$ cat src/rtl/cordic_ci_sequencer_pkg.sv
// cordic_pkg: shared widths, constants and FSM state type for the
// CORDIC custom-instruction sequencer.
package cordic_pkg;

   localparam int FX_W    = 22;            // fixed angle width (Q2.20)
   localparam int FX_FRAC = 20;            // fractional bits of the fixed angle
   localparam int ITER_W  = 5;             // iteration index width
   localparam logic [31:0] QNAN = 32'h7FC0_0000;

   typedef enum logic [2:0] {
      IDLE,
      CONVERT,
      LOAD,
      ITER,
      PACK,
      DONE
   } state_e;

endpackage

$ cat src/rtl/cordic_ci_sequencer_if.sv
// Nios II custom-instruction handshake: start/dataa from the CPU,
// done/result back to it.
interface cordic_ci_sequencer_if;

   logic        start;
   logic [31:0] dataa;
   logic        done;
   logic [31:0] result;

   // CPU side
   modport master (output start, output dataa, input done, input result);
   // accelerator side
   modport slave  (input start, input dataa, output done, output result);

endinterface

$ cat src/rtl/cordic_ci_sequencer_float_to_fixed.sv
// float_to_fixed: IEEE-754 single to signed Q2.20, magnitude truncated
// toward zero, wrapped to 22 bits. Zero/denormal inputs give 0.
module float_to_fixed
   import cordic_pkg::*;
(
   input  logic [31:0]     f_i,
   output logic [FX_W-1:0] fx_o
);

   logic [7:0]      expo;
   logic [63:0]     mant;
   logic [FX_W-1:0] mag;

   assign expo = f_i[30:23];
   assign mant = {40'd0, 1'b1, f_i[22:0]};

   // Value = mant * 2^(expo-150); scaled by 2^20 this is a shift by expo-130.
   always_comb begin
      // NOTE: default every combinational output first so no path infers a latch.
      mag = '0;
      if (expo == 8'd0) begin
         mag = '0;
      end else if (expo >= 8'd130) begin
         mag = FX_W'(mant << (expo - 8'd130));
      end else begin
         mag = FX_W'(mant >> (8'd130 - expo));
      end
   end

   assign fx_o = f_i[31] ? (~mag + FX_W'(1)) : mag;

endmodule

$ cat src/rtl/cordic_ci_sequencer.sv
// cordic_ci_sequencer: multi-cycle Nios II custom-instruction controller.
// Converts the float angle to Q2.20, drives load/step/iter to an external
// CORDIC stage, waits for the packer, then returns its float with done.
// Optional: define CORDIC_RANGE_CHECK_EN to short-circuit NaN/Inf and
// |angle| >= 2.0 straight to a quiet-NaN result.
module cordic_ci_sequencer
   import cordic_pkg::*;
#(
   parameter int N_ITER   = 16,
   parameter int PACK_LAT = 1
) (
   input  logic                  clk,
   input  logic                  reset_n,
   input  logic                  clk_en,
   cordic_ci_sequencer_if.slave  nios,
   output logic [FX_W-1:0]       fx_angle,
   output logic                  dp_load,
   output logic                  dp_step,
   output logic [ITER_W-1:0]     dp_iter,
   input  logic [31:0]           dp_result
);

   localparam logic [ITER_W-1:0] ITER_LAST = ITER_W'(N_ITER - 1);
   localparam logic [2:0]        PACK_LAST = 3'((PACK_LAT > 0) ? PACK_LAT - 1 : 0);

   state_e            state_q;
   logic [31:0]       op_q;
   logic [FX_W-1:0]   fx_q;
   logic [FX_W-1:0]   fx_d;
   logic              done_q;
   logic [31:0]       result_q;
   logic              load_q;
   logic              step_q;
   logic [ITER_W-1:0] iter_q;
   logic [2:0]        pack_q;
   logic              oor;

   float_to_fixed u_f2f (
      .f_i  (op_q),
      .fx_o (fx_d)
   );

`ifdef CORDIC_RANGE_CHECK_EN
   // Biased exponent >= 128 means |angle| >= 2.0; this also covers NaN/Inf (0xFF).
   assign oor = (op_q[30:23] >= 8'd128);
`else
   assign oor = 1'b0;
`endif

   // Sequencer FSM with all handshake and datapath controls registered.
   always_ff @(posedge clk or negedge reset_n) begin
      if (!reset_n) begin
         state_q  <= IDLE;
         op_q     <= '0;
         fx_q     <= '0;
         done_q   <= 1'b0;
         result_q <= '0;
         load_q   <= 1'b0;
         step_q   <= 1'b0;
         iter_q   <= '0;
         pack_q   <= '0;
      end else if (clk_en) begin
         // NOTE: non-blocking assignments so every register sees pre-edge values.
         load_q <= 1'b0;
         done_q <= 1'b0;
         case (state_q)
            IDLE: begin
               if (nios.start) begin
                  op_q    <= nios.dataa;
                  state_q <= CONVERT;
               end
            end
            CONVERT: begin
               fx_q <= fx_d;
               if (oor) begin
                  result_q <= QNAN;
                  done_q   <= 1'b1;
                  state_q  <= DONE;
               end else begin
                  load_q  <= 1'b1;
                  iter_q  <= '0;
                  state_q <= LOAD;
               end
            end
            LOAD: begin
               step_q  <= 1'b1;
               state_q <= ITER;
            end
            ITER: begin
               if (iter_q == ITER_LAST) begin
                  step_q <= 1'b0;
                  if (PACK_LAT == 0) begin
                     result_q <= dp_result;
                     done_q   <= 1'b1;
                     state_q  <= DONE;
                  end else begin
                     pack_q  <= '0;
                     state_q <= PACK;
                  end
               end else begin
                  iter_q <= iter_q + ITER_W'(1);
               end
            end
            PACK: begin
               if (pack_q == PACK_LAST) begin
                  result_q <= dp_result;
                  done_q   <= 1'b1;
                  state_q  <= DONE;
               end else begin
                  pack_q <= pack_q + 3'd1;
               end
            end
            DONE: begin
               state_q <= IDLE;
            end
            default: begin
               state_q <= IDLE;
            end
         endcase
      end
   end

   assign nios.done   = done_q;
   assign nios.result = result_q;
   assign fx_angle    = fx_q;
   assign dp_load     = load_q;
   assign dp_step     = step_q;
   assign dp_iter     = iter_q;

endmodule

$ cat src/flat_wrapper.sv
// flat-port wrapper written by rule: the top's interface ports become plain ports
module cordic_ci_sequencer_flat import cordic_pkg::*;
#(
   parameter int N_ITER   = 16,
   parameter int PACK_LAT = 1
)
  (clk, reset_n, clk_en, fx_angle, dp_load, dp_step, dp_iter, dp_result, nios_start, nios_dataa, nios_done, nios_result);
  cordic_ci_sequencer_if nios_i ();
  input  logic clk;
  input  logic reset_n;
  input  logic clk_en;
  output logic [FX_W-1:0] fx_angle;
  output logic dp_load;
  output logic dp_step;
  output logic [ITER_W-1:0] dp_iter;
  input  logic [31:0] dp_result;
  input wire logic [$bits(nios_i.start)-1:0] nios_start;
  input wire logic [$bits(nios_i.dataa)-1:0] nios_dataa;
  output wire logic [$bits(nios_i.done)-1:0] nios_done;
  output wire logic [$bits(nios_i.result)-1:0] nios_result;
  assign nios_i.start = nios_start;
  assign nios_i.dataa = nios_dataa;
  assign nios_done = nios_i.done;
  assign nios_result = nios_i.result;
  cordic_ci_sequencer #(.N_ITER(N_ITER), .PACK_LAT(PACK_LAT)) u_core (.clk(clk), .reset_n(reset_n), .clk_en(clk_en), .nios(nios_i), .fx_angle(fx_angle), .dp_load(dp_load), .dp_step(dp_step), .dp_iter(dp_iter), .dp_result(dp_result));
endmodule
$ cat config.mk
export PLATFORM = sky130hd
export DESIGN_NAME = cordic_ci_sequencer_flat
export DESIGN_NICKNAME = d
export VERILOG_FILES = /design/src/rtl/cordic_ci_sequencer_pkg.sv /design/src/rtl/cordic_ci_sequencer_if.sv /design/src/rtl/cordic_ci_sequencer_float_to_fixed.sv /design/src/rtl/cordic_ci_sequencer.sv /design/src/flat_wrapper.sv
export SDC_FILE = /design/constraint.sdc
export NUM_CORES = 1
export LEC_CHECK = 0
export BUFFER_PORTS_ARGS = -buffer_cell sky130_fd_sc_hd__buf_2
export CAP_MARGIN = 20
export CORE_UTILIZATION = 53
export CTS_BUF_LIST = sky130_fd_sc_hd__clkbuf_16
export DETAILED_ROUTE_END_ITERATION = 7
export PLACE_DENSITY_LB_ADDON = 0.05
export SLEW_MARGIN = 10
export SYNTH_ARGS = -nofsm -noshare
export SYNTH_HDL_FRONTEND = slang
export SYNTH_HIERARCHICAL = 1
export SYNTH_SLANG_ARGS = --single-unit
$ cat constraint.sdc
create_clock -name clk -period 4.6 [get_ports clk]
set_input_delay 0.23 -clock clk [delete_from_list [all_inputs] [get_ports clk]]
set_output_delay 0.23 -clock clk [all_outputs]
set_load 0.02 [all_outputs]
==> results.cfg <==
[outcome]
run_status = completed

[synth]
yosys_warnings = 6
synth_xor_xnor_area_share = 0.0340
ys_async_sr_fraction = 1.00
post_synth_mux_area_share = 0.294
post_synth_main_area_contributors = sky130_fd_sc_hd__dfrtp_1 30%, sky130_fd_sc_hd__mux4_2 8.0%, sky130_fd_sc_hd__mux2_1 6.5%, sky130_fd_sc_hd__mux2_4 5.2%, sky130_fd_sc_hd__mux2i_1 5.0%
synth_compound_gate_area_share = 0.147
main_combinational_cell_family_by_area_after_synthesis = multiplexers
top_cell_type_s_share_of_synthesized_area = 0.297
synth-edff-count = 0
synth_fp_nets = 888
ys_seq_area_frac = 0.297
syn-instance-count = 809
post_synth_num_cell_types = 95
syn-cell-area_um2 = 8430
postSynth.topFlopCell = sky130_fd_sc_hd__dfrtp_1
post_synth_and_or_nand_nor_area_fraction = 0.156
netlist.top_cell.by_area = sky130_fd_sc_hd__dfrtp_1
syn_area_per_cell_um2 = 10.4
synth-adder-area-share = 0.0163
register_bit_count_reported_by_yosys = 100

[route]
dr_total_vias = 7240
drc = 0
detail_route.wirelength_um = 24200
avg_wl_per_cell_um = 21.3
antenna_violating_nets_post_route = 0
number_of_iterations_in_the_first_detailed_routing_pass = 5
detailedRoute.firstIterationViolations = 579
routed_via_density = 6.37

[worst_setup_path]
path_common_cell = sky130_fd_sc_hd__buf_4
timing.critical_path.from_type = register
worst_path_dominant_cell_family = multiplexers
timing.critical_path.cells = clkinv_1 -> ha_1 -> buf_4 -> mux2_2 -> o21ai_0 -> mux4_2 -> a2111oi_0 -> buf_4 -> nor4_2 -> nand4_4 -> o41ai_2 -> xor2_1 -> mux2_1
worst_setup_path_end_kind = register
timing.critical_path.fanout_max = 31
cp.required_ns = 4.84
crit_path_max_incr_delay_ns = 0.51
timing.setup.critical_path_class = reg2reg
critical_path.n_buffers_inverters = 3
timing.critical_path.slowest_stage_cell = sky130_fd_sc_hd__nor4_2
timing.critical_path.arrival_ns = 4.50

[clocking]
clk_pin_slew_ns = 0.07
clock_tree.buffer_depth = 2
clk_latency_ns = 0.36
clock-sinks = 100
clk_root_buffer_cell = sky130_fd_sc_hd__clkbuf_16
cts-htree-levels = 3
tritoncts = done
cts_inserted_buffers = 9

[placement]
place.gp.congestion = 0.970
dp_hpwl_um = 18300
io_buffer_count = 129

[cells_and_area]
layout-area-overhead-vs-synth_pct = 13.1
final_design_utilization = 0.621
nets = 999
antenna_cells_inserted = 0
final_layout_size_suffix_gt1_frac = 0.342

[timing]
fin_skew_ns = 0.0103
period_minus_slack_ns = 4.25
timing.final.crit_share = 0.924
fin_setup_tns_ns = 0
slew_headroom = 0.405
final-setup-viol-count = 0
timing.final.max_slew_violations = 0
hold_viol = 0
worstMarginPinSlew_ns = 0.889
fmax_mhz = 235
rsz0062_at_grt = no

[pwr]
power.static_leakage_nw = 4.49
power_density_nw_per_um2 = 475
total_power_draw_mw = 4.54
power.ir.vdd_worst_v = 0.000221

[grt]
grt-ovfl-total = 0
track_usage = 0.307
first_global_vias = 7069
antenna_found_initial = 0
wire_length_of_the_first_global_routing_pass_um = 38500
grt_max_degree = 68

[die]
std_cell_rows = 45
fp.dieArea_um2 = 16400
io_pins = 130
core_region_area_um2 = 15400
chipWidth_um = 128
die_y_um = 128
start_util = 0.549

[worst_hold_path]
worst_hold_path_type = in2reg

[run]
max_cap_violation_count = 0
state kept, by name, summed over array words and instances, names as in the netlist:
signal              count
u_core/op_q            32
u_core/fx_angle        22
u_core/dp_step          1
u_core/state_q          3
u_core/nios.result     32
u_core/pack_q           3
u_core/dp_load          1
u_core/nios.done        1
u_core/dp_iter          5
final timing paths:
kind                                                start                                  to  slack, ns  depth (start not counted)
max                           u_core/op_q[24]$_DFFE_PN0P_     u_core/fx_angle[21]$_DFFE_PN0P_       0.35                         13
max in group asynchronous                         reset_n  u_core/nios.result[14]$_DFFE_PN0P_       3.10                          3
min reg2reg                u_core/fx_angle[2]$_DFFE_PN0P_      u_core/fx_angle[2]$_DFFE_PN0P_       0.48                          1
min in group asynchronous                         reset_n         u_core/op_q[26]$_DFFE_PN0P_       0.52                          2
max reg2reg                   u_core/op_q[24]$_DFFE_PN0P_     u_core/fx_angle[21]$_DFFE_PN0P_       0.35                         13
min                                        nios_dataa[20]         u_core/op_q[20]$_DFFE_PN0P_       0.08                          2
synthesized netlist by cell type, types with 7 or more instances:
library cell,n
sky130_fd_sc_hd__nand3_1,12
sky130_fd_sc_hd__buf_2,28
sky130_fd_sc_hd__buf_6,9
sky130_fd_sc_hd__nand2_1,60
sky130_fd_sc_hd__nor2_1,47
sky130_fd_sc_hd__ha_1,11
sky130_fd_sc_hd__buf_4,10
sky130_fd_sc_hd__mux4_2,30
sky130_fd_sc_hd__o21ai_0,36
sky130_fd_sc_hd__inv_1,23
sky130_fd_sc_hd__nand4_1,8
sky130_fd_sc_hd__o31ai_1,12
sky130_fd_sc_hd__dfrtp_1,100
sky130_fd_sc_hd__mux2i_1,42
sky130_fd_sc_hd__nor3_1,18
sky130_fd_sc_hd__nand3b_1,8
sky130_fd_sc_hd__a41oi_1,7
sky130_fd_sc_hd__a31oi_1,10
sky130_fd_sc_hd__a21oi_1,25
sky130_fd_sc_hd__nor4_1,7
sky130_fd_sc_hd__xnor2_1,18
sky130_fd_sc_hd__mux2_2,35
sky130_fd_sc_hd__and2_1,7
sky130_fd_sc_hd__mux2_4,29
sky130_fd_sc_hd__xor2_1,11
sky130_fd_sc_hd__nor3b_1,7
sky130_fd_sc_hd__mux2_1,49
sky130_fd_sc_hd__clkbuf_1,11
sky130_fd_sc_hd__nor2b_1,7
layout by cell type (no fill, tap or decap), types with 6 or more instances in the layout:
cell type                   count
sky130_fd_sc_hd__a21oi_1       24
sky130_fd_sc_hd__mux2i_1       42
sky130_fd_sc_hd__nor2b_1        7
sky130_fd_sc_hd__nor2_1        47
sky130_fd_sc_hd__xnor2_1       17
sky130_fd_sc_hd__a31oi_1       10
sky130_fd_sc_hd__o21ai_0       36
sky130_fd_sc_hd__o31ai_1       12
sky130_fd_sc_hd__buf_4         34
sky130_fd_sc_hd__ha_1          11
sky130_fd_sc_hd__nor4_1         7
sky130_fd_sc_hd__mux2_4        29
sky130_fd_sc_hd__a41oi_1        7
sky130_fd_sc_hd__mux4_2        30
sky130_fd_sc_hd__inv_1         24
sky130_fd_sc_hd__nand4_1        8
sky130_fd_sc_hd__nand3b_1       8
sky130_fd_sc_hd__clkbuf_16      9
sky130_fd_sc_hd__nand2_1       60
sky130_fd_sc_hd__and2_1         7
sky130_fd_sc_hd__dfrtp_1       99
sky130_fd_sc_hd__nand2b_1       6
sky130_fd_sc_hd__nor3b_1        7
sky130_fd_sc_hd__o32ai_1        6
sky130_fd_sc_hd__buf_2        128
sky130_fd_sc_hd__mux2_2        35
sky130_fd_sc_hd__nor3_1        17
sky130_fd_sc_hd__a2111oi_0      6
sky130_fd_sc_hd__or3_1          6
sky130_fd_sc_hd__nand3_1       12
sky130_fd_sc_hd__xor2_1        11
sky130_fd_sc_hd__mux2_1        49
area by class of cell:
type	count	area [um2]
Inverter	24	90.1
Clock buffer	9	225
Timing Repair Buffer	164	921
Clock inverter	7	61.3
Fill cell	1304	5830
Multi-Input combinational cell	621	5480
Tap cell	211	264
Sequential cell	100	2500
stage by stage:
step	worst slack (ns)	hold slack (ns)	instance area (um2)	instances
after floorplan	0.0122	-0.0656	8430	809
after global placement	0.313	0.398	9210	1118
after detailed placement	0.334	0.413	9210	1118
after CTS	0.298	0.0678	9510	1135
after global routing	0.0462	0.0812	9540	1136
final	0.348	0.0769	9540	1136
metal layers:
metal  vias up  track usage  wire length, um
li1       3276            -                -
met2       352        0.505            11600
met5         -            0                0
met1      3539        0.399             9930
met4         0        0.140              986
met3        73       0.0501             1750
timing repair:
action	CTS	global route
hold endpoints to repair	9	0
gates resized for setup	0	3
hold buffers	1	0
setup buffers	0	0
setup endpoints to repair	0	3
power breakdown:
part / internal, mW / switching [mW]
registers: 0.981 / 0.198
logic: 1.04 / 1.58
clock network: 0.377 / 0.363
cell families (layout without fill, tap and decap cells):
| logic type | after synthesis | count (layout) |
|---|---|---|
| buf+inv | 88 | 204 |
| flops | 100 | 100 |
| simple gates | 230 | 230 |
| compound gates | 164 | 164 |
| fa+ha+maj | 11 | 11 |
| xor+xnor | 31 | 31 |
| mux | 185 | 185 |
Power figures use the tool's default switching activity.
